`config.mk`:
```
export PLATFORM = sky130hd
export DESIGN_NAME = clk_mult_dig
export DESIGN_NICKNAME = d
export VERILOG_FILES = /design/src/rtl/clkx_pkg.sv /design/src/rtl/sync_edge_det.sv /design/src/rtl/clk_mult_dig.sv
export SDC_FILE = /design/constraint.sdc
export NUM_CORES = 1
export LEC_CHECK = 0
export BUFFER_PORTS_ARGS = -buffer_cell sky130_fd_sc_hd__buf_2
export CAP_MARGIN = 5
export CORE_MARGIN = 2
export CORE_UTILIZATION = 47
export DETAILED_ROUTE_END_ITERATION = 6
export PLACE_DENSITY_LB_ADDON = 0.2
export SYNTH_ARGS = -nofsm -noshare
export SYNTH_HDL_FRONTEND = slang
export SYNTH_SLANG_ARGS = --single-unit
```
`constraint.sdc`:
```
create_clock -name clk_in -period 5.45 [get_ports clk_in]
set_input_delay 0.545 -clock clk_in [delete_from_list [all_inputs] [get_ports clk_in]]
set_output_delay 0.545 -clock clk_in [all_outputs]
set_load 0.05 [all_outputs]
```
`src/rtl/clkx_pkg.sv`:
```
// Shared types and helpers for the digital clock multiplier: FSM states,
// the multiplier ceiling and the period tolerance comparison.
package clkx_pkg;

    typedef enum logic [1:0] {
        IDLE    = 2'd0,
        MEASURE = 2'd1,
        TRACK   = 2'd2,
        LOCKED  = 2'd3
    } state_e;

    localparam int MULT_MAX = 16;

    // True when |a - b| <= tol; operands are zero-extended to 32 bits by callers.
    function automatic logic in_tol(input logic [31:0] a, input logic [31:0] b,
                                    input logic [31:0] tol);
        if (a >= b) begin
            return (a - b) <= tol;
        end
        return (b - a) <= tol;
    endfunction

endpackage

```
`src/rtl/sync_edge_det.sv`:
```
// Two-flop synchroniser for an asynchronous input followed by a registered
// rising-edge detector producing a single-cycle pulse.
module sync_edge_det (
    input  logic clk,
    input  logic rst_n,
    input  logic din,
    output logic pulse
);

    logic meta;
    logic sync;
    logic prev;

    always_ff @(posedge clk or negedge rst_n) begin
        if (!rst_n) begin
            meta  <= 1'b0;
            sync  <= 1'b0;
            prev  <= 1'b0;
            pulse <= 1'b0;
        end else begin
            meta  <= din;
            sync  <= meta;
            prev  <= sync;
            pulse <= sync & ~prev;
        end
    end

endmodule

```
`src/rtl/clk_mult_dig.sv`:
```
// Digital clock multiplier: measures the reference period in clk_in cycles and
// regenerates MULT evenly spaced output periods per reference period.
module clk_mult_dig
    import clkx_pkg::*;
#(
    parameter int MULT     = 4,
    parameter int CNT_W    = 16,
    parameter int LOCK_CNT = 4,
    parameter int TOL      = 2
) (
    input  logic             clk_in,
    input  logic             rst_n,
    input  logic             ref_in,
    input  logic             en,
    output logic             clk_out,
    output logic             tick,
    output logic             locked,
    output logic [CNT_W-1:0] period,
    output logic             overflow
);

    localparam int                MW      = (LOCK_CNT < 2) ? 1 : $clog2(LOCK_CNT + 1);
    localparam int                PH_W    = $clog2(2 * MULT_MAX);
    localparam logic [CNT_W:0]    TWO_M   = (CNT_W + 1)'(2 * MULT);
    localparam logic [PH_W-1:0]   PH_LAST = PH_W'(2 * MULT - 1);
    localparam logic [CNT_W-1:0]  CNT_MAX = '1;

    state_e            state, state_next;
    logic [CNT_W-1:0]  cnt, cnt_next, period_next;
    logic              overflow_next, locked_next;
    logic [MW-1:0]     match, match_next;
    logic [CNT_W:0]    acc, acc_next, sum;
    logic [PH_W-1:0]   ph, ph_next;
    logic              clk_out_next, tick_next;
    logic              ref_edge, counting, new_ok, fast_ok, gen_active;

    sync_edge_det u_sync (
        .clk   (clk_in),
        .rst_n (rst_n),
        .din   (ref_in),
        .pulse (ref_edge)
    );

    always_ff @(posedge clk_in or negedge rst_n) begin
        if (!rst_n) begin
            state    <= IDLE;
            cnt      <= '0;
            period   <= '0;
            overflow <= 1'b0;
            match    <= '0;
            locked   <= 1'b0;
            acc      <= '0;
            ph       <= '0;
            clk_out  <= 1'b0;
            tick     <= 1'b0;
        end else begin
            state    <= state_next;
            cnt      <= cnt_next;
            period   <= period_next;
            overflow <= overflow_next;
            match    <= match_next;
            locked   <= locked_next;
            acc      <= acc_next;
            ph       <= ph_next;
            clk_out  <= clk_out_next;
            tick     <= tick_next;
        end
    end

    // Period measurement and lock state machine.
    always_comb begin
        state_next    = state;
        cnt_next      = cnt;
        period_next   = period;
        overflow_next = overflow;
        match_next    = match;
        new_ok        = in_tol(32'(cnt), 32'(period), 32'(TOL));
        fast_ok       = cnt >= CNT_W'(2 * MULT);
        counting      = (state == TRACK) || (state == LOCKED) ||
                        ((state == MEASURE) && (cnt != '0));

        if (counting && !ref_edge) begin
            if (cnt == CNT_MAX) begin
                overflow_next = 1'b1;
            end else begin
                cnt_next = cnt + 1'b1;
            end
        end

        case (state)
            IDLE: begin
                if (en) begin
                    state_next = MEASURE;
                end
            end
            MEASURE: begin
                if (ref_edge) begin
                    cnt_next = {{(CNT_W-1){1'b0}}, 1'b1};
                    if (cnt != '0) begin
                        period_next = cnt;
                        match_next  = '0;
                        state_next  = TRACK;
                    end
                end
            end
            TRACK: begin
                if (ref_edge) begin
                    period_next = cnt;
                    cnt_next    = {{(CNT_W-1){1'b0}}, 1'b1};
                    if (!new_ok) begin
                        match_next = '0;
                    end else if (match != MW'(LOCK_CNT)) begin
                        match_next = match + 1'b1;
                    end
                    // A sticky overflow keeps the block out of lock until disabled.
                    if (new_ok && (match_next == MW'(LOCK_CNT)) && fast_ok && !overflow_next) begin
                        state_next = LOCKED;
                    end
                end
            end
            LOCKED: begin
                if (ref_edge) begin
                    period_next = cnt;
                    cnt_next    = {{(CNT_W-1){1'b0}}, 1'b1};
                    if (!new_ok || !fast_ok) begin
                        match_next = '0;
                        state_next = TRACK;
                    end
                end
                if (overflow_next) begin
                    match_next = '0;
                    state_next = TRACK;
                end
            end
            default: state_next = IDLE;
        endcase

        if (!en) begin
            state_next    = IDLE;
            cnt_next      = '0;
            period_next   = '0;
            overflow_next = 1'b0;
            match_next    = '0;
        end
        locked_next = (state_next == LOCKED);
    end

    // Bresenham output generator; a reference edge always overrides a toggle.
    always_comb begin
        acc_next     = acc;
        ph_next      = ph;
        clk_out_next = clk_out;
        tick_next    = 1'b0;
        sum          = acc + TWO_M;
        gen_active   = ((state_next == TRACK) || (state_next == LOCKED)) &&
                       ({1'b0, period_next} >= TWO_M);

        if (!gen_active) begin
            acc_next     = '0;
            ph_next      = '0;
            clk_out_next = 1'b0;
        end else if (ref_edge) begin
            acc_next     = '0;
            ph_next      = '0;
            clk_out_next = 1'b1;
            tick_next    = 1'b1;
        end else if (ph != PH_LAST) begin
            acc_next = sum;
            if (sum >= {1'b0, period}) begin
                acc_next     = sum - {1'b0, period};
                clk_out_next = ~clk_out;
                ph_next      = ph + 1'b1;
                tick_next    = ~clk_out;
            end
        end
    end

endmodule

```
==> flow_summary.ini <==
[pwr]
powerDensity_nw_per_um2 = 178
internal_power_mw = 0.905
p_seq_frac = 0.419
clockPowerShare = 0.502
ir_drop_v = 0.000183
p_leak_nw = 3.06
swShare = 0.250
p_switching_mw = 0.302
p_comb_frac = 0.079

[die]
die_h_um = 120
core_area_um2 = 13100
die_x_um = 120
die-area_um2 = 14300
ios = 24
placementRows = 42
initial_core_util = 0.479

[setup_path]
timing.rr.start = acc[3]$_DFFE_PN0P_
cp-start-kind = flop
cp-end-kind = flop
crit_fanout = 21
arrival_ps = 4740
critPathKind = flop to flop
cp-startpoint = acc[3]$_DFFE_PN0P_
crit_required_ps = 5670
regToRegSetupSlack_ps = 930

[cells_and_area]
diodes = 0
fillCellCount = 1290
multi_input_area_um2 = 4230
synthToLayoutAreaGrowth_pct = 7.92
drive_above_1_share = 0.0685
fin_nets = 859
seq_area_um2 = 1680

[placed_design]
hpwlAfterDp_mm = 13.8
gp_congestion = 0.954
portBuffers = 23

[global_routing]
grt_pass1_vias = 5547
grt_use_total = 0.261
antenna_found_initial = 0
grt_first_pass_wirelength_mm = 29.5
overflow = 0
grt_max_degree = 68

[clock_tree]
cts.sinks = 67
cts_tree = built
cts_resized = 0
clk_latency_ps = 350
cts_buffers = 9
htreeDepth = 3
cts_max_path_buffers = 2
root_buffer = clkbuf_16
cts_setup_buffers = 0
cts_hold_buf = 0
clkTransAtPathRegs_ps = 60

[worst_hold_path]
min-delay-start = ref_in
hold_path.class = primary input to flop

[timing]
fin_setup_tns_ps = 0
relSlewSlack = 0.362
finalSetupViolCount = 0
hold_viol = 0
worst_pin_slew_ps = 955
fin_crit_ps = 4520
rsz0062_at_grt = false
finClkSkew_ps = 11.1
max_freq_mhz = 221
finalMaxSlewViolations = 0
period_share = 0.829
hold_ws_ps = 301

[drt]
drt-vias-per-instance = 6.10
wl_per_cell_um = 18.5
dr.pass1.iters = 6
vias = 5968
drtAntennaViolNets = 0
drt-initial-drc-count = 507
drt_wl_total_mm = 18.1
drc = 0

[job]
drv_cap = 0

[logic_synthesis]
ys_seq_area_frac = 0.267
synth_top_flop_cell = dfrtp_1
mappedNetlistNets = 857
synthDistinctLibCells = 78
synth-edff-count = 0
ys_ff_latch = 67
async_reset_ff_frac = 1.00
yosysWarnings = 0
yosysTopAreaCellShare = 0.267
synth_area_um2 = 6290
synth.area.top_cells = dfrtp_1, ha_1, xnor2_1, a21oi_1, o21ai_0
ys_top_cells_by_count = nand2_1, dfrtp_1, nor2_1
syn_avg_cell_area_um2 = 7.90
synth.most_common_cell = nand2_1
netlist_instances = 796
yosysTopAreaCell = dfrtp_1

[run_status]
outcome = finished clean
[power groups by stage]
| stage | clock network, mW | logic [mW] | registers (mW) |
|---|---|---|---|
| after floorplan | 0 | 0.0633 | 0.514 |
| after global placement | 0 | 0.0926 | 0.515 |
| after detailed placement | 0 | 0.0934 | 0.515 |
| after CTS | 0.622 | 0.0938 | 0.506 |
| after global routing | 0.640 | 0.105 | 0.507 |
| final | 0.606 | 0.0950 | 0.506 |
[flip-flops by register name (all words and copies together) (netlist names)]
name,flops
u_sync.meta,1
clk_out,1
cnt,16
match,3
locked,1
ph,5
overflow,1
u_sync.pulse,1
acc,17
tick,1
state,2
period,16
u_sync.prev,1
u_sync.sync,1
[area by class of cell]
class,instances,area share
inverters,59,0.0326
clock inverters,5,0.00885
well taps,176,0.0324
flip-flops and latches,67,0.247
multi-input cells,635,0.623
clock buffers,11,0.0358
repair buffers,26,0.0203
[critical path, stage by stage, from the launching register on]
cell       delay, ps
dfrtp_1          390
ha_1             240
and3_1           210
and3_1           270
nand3_1          190
xnor2_1          180
ha_1             330
nand3_1          110
nor3_1           310
a21boi_0         290
o2111ai_1        190
a21boi_1         480
or2_1            720
nand2_1          130
a311oi_1         340
[worst paths after layout]
check / end / depth (start not counted)
worst max register to register: acc[12]$_DFFE_PN0P_ / 14
max in group asynchronous: period[1]$_DFF_PN0_ / 2
worst min-delay path: u_sync.meta$_DFF_PN0_ / 1
worst min register to register: u_sync.sync$_DFF_PN0_ / 0
min in group asynchronous: period[13]$_DFF_PN0_ / 2
worst max-delay path: acc[12]$_DFFE_PN0P_ / 14
[cells by family (layout without fill, tap and decap cells)]
kind of cell,after synthesis,count (layout),synth area share
mux,7,7,0.0111
simple gates,287,287,0.227
compound gates,234,234,0.247
fa+ha+maj,57,57,0.117
xor+xnor,50,50,0.0696
flops,67,67,0.267
buf+inv,94,101,0.0617
[placed cells by master (no fill, tap or decap), drive strengths merged, types with 4 or more instances in the layout]
cell,n
a211oi,8
a21boi,4
a21o,12
a21oi,60
a311oi,7
a31oi,19
and2,19
and3,6
buf,26
clkbuf,11
dfrtp,67
ha,54
inv,60
mux2i,7
nand2,74
nand2b,6
nand3,30
nand3b,4
nand4,19
nor2,67
nor2b,6
nor3,22
nor4,9
o2111ai,8
o211ai,6
o21a,9
o21ai,60
o21bai,6
o31ai,4
or3,9
xnor2,36
xor2,14
[routing by layer]
metal	share of wire	up-vias	routed length, µm	track usage
li1	-	2864	-	-
met1	0.47	2822	8570	0.385
met2	0.44	244	7880	0.389
met3	0.063	38	1150	0.0356
met4	0.028	0	500	0.0919
met5	0	-	0	0
[stage by stage]
step | power [mW] | util | setup WS, ps | cell area, µm² | std cells
finish | 1.21 | 0.517 | 932 | 6790 | 979
global route | 1.25 | 0.517 | 608 | 6790 | 979
CTS | 1.22 | 0.517 | 1000 | 6790 | 979
detailed placement | 0.608 | 0.494 | 1020 | 6490 | 963
global placement | 0.607 | 0.494 | 1220 | 6490 | 963
floorplan | 0.577 | - | 1640 | 6290 | 796
No activity file was read; power rests on OpenSTA's default activity.
